## src/rtl/bitmod_mul_front_pkg.sv

```systemverilog
// bitmod_mul_front_pkg
//   Shared constants for the modular-multiply front end. The multiplier
//   pipeline depth default lives here so that lane control and the
//   multiplier agree on the build configuration.
//   Also holds a small helper for the canonical-range check.
package bitmod_mul_front_pkg;

  localparam int DW_DEF             = 12;    // operand width
  localparam int TAGW_DEF           = 4;     // sideband tag width
  localparam int Q_DEF              = 3329;  // modulus, used for range check only
  localparam int MUL_STAGES_DEFAULT = 2;     // registered multiplier stages (1 or 2)

  // True when an operand lies outside the canonical residue range [0, q-1].
  function automatic logic out_of_range(input int unsigned v, input int unsigned q);
    return v >= q;
  endfunction

endpackage

```

## src/rtl/bitmod_mul_front_pp_split_mul.sv

```systemverilog
// pp_split_mul
//   Combinational DW x (DW/2) unsigned partial-product generator. The
//   front end instantiates it twice, once per half of the multiplier
//   operand, so each stage-1 product stays narrow.
// Ports:
//   a : DW-bit multiplicand
//   b : DW/2-bit slice of the multiplier
//   p : DW + DW/2 bit exact product a*b
module pp_split_mul #(
  parameter int DW = 12,
  parameter int HW = DW / 2
) (
  input  logic [DW-1:0]    a,
  input  logic [HW-1:0]    b,
  output logic [DW+HW-1:0] p
);

  // Extend both operands to the result width so the product is exact.
  assign p = {{HW{1'b0}}, a} * {{DW{1'b0}}, b};

endmodule

```

## src/rtl/bitmod_mul_front.sv

```systemverilog
// bitmod_mul_front
//   Elastic pipelined DW x DW unsigned multiplier feeding the 24-bit
//   mod-Q reducer. Operands arrive with valid/ready, the product leaves
//   with valid/ready, and a tag rides alongside each operation.
// Ports:
//   clk, rst            : rising-edge clock, async active-high reset
//   in_valid / in_ready : input handshake (in_ready is combinational)
//   in_a, in_b, in_tag  : operands and sideband tag, sampled on accept
//   out_valid/out_ready : output handshake
//   out_C, out_tag      : registered product and its tag
//   range_err           : sticky, some accepted operand was >= Q
//   busy                : any pipeline stage holds an operation
module bitmod_mul_front
  import bitmod_mul_front_pkg::*;
#(
  parameter int DW         = DW_DEF,
  parameter int TAGW       = TAGW_DEF,
  parameter int Q          = Q_DEF,
  parameter int MUL_STAGES = MUL_STAGES_DEFAULT
) (
  input  logic            clk,
  input  logic            rst,
  input  logic            in_valid,
  output logic            in_ready,
  input  logic [DW-1:0]   in_a,
  input  logic [DW-1:0]   in_b,
  input  logic [TAGW-1:0] in_tag,
  output logic            out_valid,
  input  logic            out_ready,
  output logic [2*DW-1:0] out_C,
  output logic [TAGW-1:0] out_tag,
  output logic            range_err,
  output logic            busy
);

  localparam int HW  = DW / 2;   // multiplier split point
  localparam int PPW = DW + HW;  // partial-product width

  logic           accept;
  logic [PPW-1:0] pp_lo;
  logic [PPW-1:0] pp_hi;

  assign accept = in_valid & in_ready;

  pp_split_mul #(.DW(DW), .HW(HW)) u_pp_lo (
    .a (in_a),
    .b (in_b[HW-1:0]),
    .p (pp_lo)
  );

  pp_split_mul #(.DW(DW), .HW(HW)) u_pp_hi (
    .a (in_a),
    .b (in_b[DW-1:HW]),
    .p (pp_hi)
  );

  // Sticky range flag; the offending operation still flows through.
  always_ff @(posedge clk or posedge rst) begin
    if (rst) begin
      range_err <= 1'b0;
    end else if (accept &&
                 (out_of_range(32'(in_a), Q) || out_of_range(32'(in_b), Q))) begin
      range_err <= 1'b1;
    end
  end

  if (MUL_STAGES == 2 && (DW % 2) == 0) begin : g_two_stage
    logic           s1_valid;
    logic           s2_valid;
    logic [PPW-1:0] pp_lo_q;
    logic [PPW-1:0] pp_hi_q;
    logic [TAGW-1:0] tag_q;
    logic           s2_load;
    logic           s1_adv;

    // Ready propagates backwards from out_ready through the valid chain;
    // there is no skid buffer, so this path is purely combinational.
    assign s2_load  = !s2_valid | out_ready;
    assign s1_adv   = s1_valid & s2_load;
    assign in_ready = !s1_valid | s1_adv;

    // NOTE: sequential state uses non-blocking assignments so every register
    // samples the pre-edge values; blocking here would let s2 see s1's new data.
    always_ff @(posedge clk or posedge rst) begin
      if (rst) begin
        s1_valid <= 1'b0;
        s2_valid <= 1'b0;
        pp_lo_q  <= '0;
        pp_hi_q  <= '0;
        tag_q    <= '0;
        out_C    <= '0;
        out_tag  <= '0;
      end else begin
        if (in_ready) s1_valid <= in_valid;
        if (accept) begin
          pp_lo_q <= pp_lo;
          pp_hi_q <= pp_hi;
          tag_q   <= in_tag;
        end
        if (s2_load) s2_valid <= s1_valid;
        // Output registers only change when s1 hands over, which keeps
        // out_C/out_tag stable while a product waits for out_ready.
        if (s1_adv) begin
          out_C   <= {{HW{1'b0}}, pp_lo_q} + ({{HW{1'b0}}, pp_hi_q} << HW);
          out_tag <= tag_q;
        end
      end
    end

    assign out_valid = s2_valid;
    assign busy      = s1_valid | s2_valid;

  end else if (MUL_STAGES == 1 && (DW % 2) == 0) begin : g_one_stage
    logic s1_valid;

    assign in_ready = !s1_valid | out_ready;

    always_ff @(posedge clk or posedge rst) begin
      if (rst) begin
        s1_valid <= 1'b0;
        out_C    <= '0;
        out_tag  <= '0;
      end else begin
        if (in_ready) s1_valid <= in_valid;
        if (accept) begin
          out_C   <= {{HW{1'b0}}, pp_lo} + ({{HW{1'b0}}, pp_hi} << HW);
          out_tag <= in_tag;
        end
      end
    end

    assign out_valid = s1_valid;
    assign busy      = s1_valid;

  end else begin : g_bad_config
    $error("bitmod_mul_front: MUL_STAGES must be 1 or 2 and DW must be even");
  end

endmodule

```

## config.mk

```make
export PLATFORM = sky130hd
export DESIGN_NAME = bitmod_mul_front
export DESIGN_NICKNAME = d
export VERILOG_FILES = /design/src/rtl/bitmod_mul_front_pkg.sv /design/src/rtl/bitmod_mul_front_pp_split_mul.sv /design/src/rtl/bitmod_mul_front.sv
export SDC_FILE = /design/constraint.sdc
export NUM_CORES = 1
export LEC_CHECK = 0
export ABC_AREA = 1
export CORE_MARGIN = 1.5
export CORE_UTILIZATION = 50
export DETAILED_ROUTE_END_ITERATION = 16
export PLACE_DENSITY = 0.7
export SLEW_MARGIN = 40
export SYNTH_ARGS = -nofsm -noshare
export SYNTH_HDL_FRONTEND = slang
export SYNTH_SLANG_ARGS = --single-unit
```

## constraint.sdc

```tcl
create_clock -name clk -period 6.1 [get_ports clk]
set_clock_uncertainty 0.1 [all_clocks]
set_input_delay 1.22 -clock clk [delete_from_list [all_inputs] [get_ports clk]]
set_output_delay 1.22 -clock clk [all_outputs]
set_load 0.01 [all_outputs]
```

* After elaboration in Yosys (flattened, before gate mapping) *
Index checks and enable logic that the tools add are counted.

operators by class
  divide/modulo/power cells = 0
  bitwise operators = 5
  muxes and demuxes = 0
  multipliers = 2
  equal/unequal tests = 0
  add/subtract/negate cells = 1
  reduce and logical (&&, ||, !) cells = 4
  shift-type cells = 0
  $lt $le $gt $ge = 2

operators by type and width
  kind                                                        number
  multiplier 12 x 6 -> 18 bit                                 2
  adder 18 x 24 -> 24 bit                                     1
  greater-or-equal comparator 12 bit (second input constant)  2
  OR 1 bit                                                    3
  bitwise AND 1 bit                                           2
  logical NOT 1 bit                                           2
  logical AND 1 bit                                           1
  logical OR 1 bit                                            1

word-level totals
  memories = 0
  bits in writable memories = 0
  memory bits (read-only) = 0
  output and inout bits = 32
  register bits after elaboration = 71
  bits of input ports = 32
  latch bits = 0

* Logic depth before layout (Yosys ltp) *
  word-level depth = 6
  mapped depth = 20
  depth with buffers taken out = 19

* Modules after synthesis *
A second synthesis with hierarchy kept.

second synthesis, totals
  cells, all modules = 1239
  area, all modules = 8489.4 µm²

modules (own cells, without submodules)
  module                   cells an instance  instances  area each (µm²)  sequential area each (µm²)
  bitmod_mul_front         470                1          3574.7           1776.7
  pp_split_mul at u_pp_lo  391                1          2488.6           0.0
  pp_split_mul at u_pp_hi  378                1          2426.1           0.0

* Least setup slack after synthesis *
OpenSTA, ideal clock, no wires.

  kind = input-to-reg
  start point = in in_b[5]
  end point = reg g_two_stage.pp_lo_q[16]
  buffers on the path = 1
  stages on the path = 15
  arrival = 4220 ps
  data required time = 5883 ps
  slack = 1662 ps
  cell sequence = clkbuf_1 -> nand2_1 -> fa_1 -> inv_1 -> fa_1 -> inv_1 -> fa_1 -> inv_1 -> ha_1 -> a21oi_1 -> o21ai_0 -> nor2_1 -> nand3b_1 -> nand3_1 -> nand2_1

between the ends
  cells in the longest elaborated chain, start to end = 1

ends and longest elaborated chain
  element                      RTL line                             RTL
  start: declaration           bitmod_mul_front.sv:26               input logic [DW-1:0] in_b,
  multiplier 12 x 6 -> 18 bit  bitmod_mul_front_pp_split_mul.sv:19  assign p = {{HW{1'b0}}, a} * {{DW{1'b0}}, b};
  end signal: assignment       bitmod_mul_front.sv:96               pp_lo_q <= pp_lo;
  end: declaration             bitmod_mul_front.sv:70               logic [PPW-1:0] pp_lo_q;

Every way passes these cells.
A chain may end at the register's enable or synchronous reset.

* Final worst setup path *
  start point = in in_a[10]
  end point = reg g_two_stage.pp_lo_q[16]

between the ends
  cells in the longest elaborated chain, start to end = 1

ends and longest elaborated chain
  element                      RTL line                             RTL
  start: declaration           bitmod_mul_front.sv:25               input logic [DW-1:0] in_a,
  multiplier 12 x 6 -> 18 bit  bitmod_mul_front_pp_split_mul.sv:19

Every way passes these cells.

==> metrics.md <==
| Metric | Value |
|---|---|
| Initial antenna violation count | `0` |
| Drt via density | `4.801` |
| Routed WL | `18.10 mm` |
| Post_cts resized | `0` |
| Critical path buffers and inverters | `4` |
| Final Max Tran Viols | `0` |
| Width of the die | `132.4 um` |
| Worst reg-to-reg path cell count | `6` |
| Reg-to-reg endpoint | `g_two_stage.pp_lo_q[0]` |
| Hold path cells | `2` |
| I/O Buffers | `63` |
| Slew @ Worst Pin | `739.0 ps` |
| Area share of fa/ha/maj cells after synthesis | `29.40%` |
| Die ar. | `17,530 sq um` |
| Die H | `132.4 um` |
| Cell variety after synth | `33` |
| Mean Syn Cell Area | `6.915 sq um` |
| Crit path kind | `primary input to register` |
| Drt pass-1 iters | `6` |
| Global route overflow | `0` |
| First-pass GRT wire length | `32.60 mm` |
| Sink Count | `71` |
| Final worst slack | `916.6 ps` |
| Detail Placement HPWL | `14.27 mm` |
| Largest family of logic cells by synthesized area | `adder cells` |
| CTS Hold Bufs | `0` |
| Crit path max-delay cell type | `clkdlybuf4s50_1` |
| Commonest cells after routing, fill and taps aside | `nand2_1, inv_1, fa_1, dfrtp_1, ha_1` |
| Clock slew at reported path FFs | `60 ps` |
| Final Critical Period | `5183 ps` |
| Nets | `1,431` |
| Critical Path Start Type | `primary input` |
| Dpl ws | `609.8 ps` |
| Hold Path End | `out_tag[2]` |
| Critical Path RT | `6220 ps` |
| Clock latency on the worst-skew pair | `340 ps` |
| Post-synthesis sequential area ratio | `21.22%` |
| CTS tree | `built` |
| Hold Fails Final Rpt | `0` |
| Vias in the first global route | `7,027` |
| Maximum clock rate | `192.9 MHz` |
| Largest net degree at the start of global routing | `72` |
| # diodes | `0` |
| DRC | `0` |
| Placer Congestion | `0.9053` |
| WL per Instance | `12.26 um` |
| Initial drt markers | `462` |
| Initial Utilization | `50.86%` |
| CP Data Arrival Time | `5310 ps` |
| Synthesized instance count | `1,211` |
| Via Count | `7,091` |
| Worst path top cell family by delay | `adder cells` |
| Maximum root-to-sink buffer count | `2` |
| Num CTS Buffers | `9` |
| Setup Viol. Count Final | `0` |
| Synth-to-layout area growth | `12.89%` |
| Core Box Area | `16,470 sq um` |
| Total GRT Usage | `22.62%` |
| Commonest non-fill, non-tap cell in the layout | `nand2_1` |
| Share of cells above drive strength 1 | `2.625%` |
| Mapped Area | `8374 sq um` |
| Register bit total from synthesis | `71` |
| Outcome | `complete, no violations` |
| Count of boundary I/O pins | `64` |
| Slowest stage delay, CP | `900 ps` |
| Hold path startpoint | `g_two_stage.tag_q[2]` |
| Post-route ant nets | `0` |
| Flop2flop setup slack | `4090 ps` |
| Multiplexer area fraction after synthesis | `0%` |
| Worst reg2reg startpoint | `out_valid` |
| Unrepaired setup endpoints after global routing | `no` |
| Max-Cap Viols | `0` |
| Relative slew margins | `50.66%` |
| Post-synthesis compound-gate area fraction | `5.349%` |
| Critical path capture point type | `register` |
| Power Dens Cells | `349.1 nW/um^2` |
| Row count | `47` |
| Post-Synth XOR/XNOR Area | `1.464%` |
| TNS Setup | `0 ps` |
| IR drop worst, VDD | `0.2165 mV` |
| Leak Pwr | `5.843 nW` |
| H-tree Lvls | `3` |
| Tcrit/Tclk final | `84.97%` |
| Max FO, Critical Path | `14` |
| Root buf cell | `clkbuf_16` |
| Syn. warnings | `0` |
| Post-CTS setup buffer count | `0` |
| Synth Area in Simple Gates | `26.73%` |
| Hold Path Class | `register to register` |
| Crit-path cells | `clkdlybuf4s50_1, nand2_1, fa_1, inv_1, fa_1, inv_1, fa_1, inv_1, ha_1, a21oi_1, o21ai_0, nor2_1, nand3b_1, nand3_1, nand2_1` |
| Net Count, Synth | `1,390` |
tightest hold or removal path, cell delays in order (launching register included):
cell,delay [ps]
dfrtp_1,340
nand2_1,60
nand2_1,50
state kept, by name, summed over array words and instances, names as in the netlist:
name / count
out_valid: 1
g_two_stage.s1_valid: 1
out_tag: 4
g_two_stage.tag_q: 4
out_C: 24
g_two_stage.pp_hi_q: 18
g_two_stage.pp_lo_q: 18
range_err: 1
through the flow:
stage          total power [mW]  hold slack, ps  instances  util, %  cell area [sq um]
6_report                  3.300           370.0       1477    57.42               9454
5_1_grt                   3.684           395.5       1477    57.42               9454
4_1_cts                   3.317           371.6       1477    57.42               9454
3_5_place_dp              2.786           356.3       1461    55.60               9155
3_3_place_gp              2.754           345.1       1461    55.58               9151
2_1_floorplan             2.230           342.2       1211        -               8374
cell usage after synthesis:
library cell / n / area [sq um]
dfrtp_1: 71 / 1777
nor2_4: 1 / 11.26
a21oi_1: 32 / 160.2
nand3_4: 1 / 17.52
nor3b_1: 1 / 7.510
nor2_1: 44 / 165.2
inv_2: 2 / 7.510
nand3b_1: 9 / 67.56
nand2_1: 406 / 1524
o22ai_1: 1 / 6.260
xnor2_1: 11 / 96.34
a22oi_1: 1 / 7.510
nand3_1: 61 / 305.3
o21ai_2: 1 / 8.760
fa_1: 83 / 1662
clkbuf_1: 30 / 112.6
ha_1: 64 / 800.8
xor2_1: 3 / 26.28
nor4_1: 1 / 6.260
nor3_1: 3 / 15.01
clkbuf_8: 1 / 13.76
buf_2: 5 / 25.02
o21bai_1: 3 / 22.52
inv_1: 309 / 1160
nand2_2: 4 / 25.02
buf_4: 1 / 7.510
and2_1: 1 / 6.260
nand4_1: 11 / 68.82
nor2_2: 1 / 6.260
o21ai_1: 1 / 5.000
o21a_1: 3 / 22.52
o21ai_0: 43 / 215.2
or2_2: 2 / 12.51
kinds of logic (layout without fill, tap and decap cells):
| group | Yosys count | count (layout) |
|---|---|---|
| AOI/OAI and AO/OA | 85 | 85 |
| xor gates and xnor gates | 14 | 14 |
| adders and majority gates | 147 | 147 |
| buffers and inverters | 348 | 394 |
| DFF | 71 | 71 |
| and+or+nand+nor | 546 | 546 |
how the worst max path moves through the flow:
stage                   from                 endpoint  slack [ps]  depth (start not counted)
CTS                  in_a[9]  g_two_stage.pp_lo_q[16]         960                         15
global route         in_a[9]  g_two_stage.pp_lo_q[16]         670                         15
detailed placement   in_a[9]  g_two_stage.pp_lo_q[16]         610                         15
finish              in_a[10]  g_two_stage.pp_lo_q[16]         920                         15
global placement     in_a[9]  g_two_stage.pp_lo_q[16]         690                         15
floorplan            in_b[5]  g_two_stage.pp_lo_q[16]        1660                         15
final cells by class:
| type | instances | area [sq um] |
|---|---|---|
| clock buffer | 9 | 225.2 |
| fill | 1596 | 7012 |
| timing repair buffer | 67 | 664.4 |
| sequential | 71 | 1777 |
| clock inverter | 7 | 73.82 |
| multi-input combinational | 792 | 5271 |
| inverter | 311 | 1167 |
| tap | 220 | 275.3 |
per-layer routing:
layer	wire length [um]	global-route usage, %	part of all wire [%]
met4	187	4.396	1.0
met1	8898	32.92	49
met2	8010	36.21	44
met3	1006	3.448	5.6
met5	0	0	0
power breakdown:
group          switching (mW)  leakage (nW)  internal [mW]
Clock                   0.197         0.134          0.316
Sequential              0.115         0.877          0.652
Combinational            1.20          4.83          0.821
Note: power is estimated with default switching activity, not from simulation.
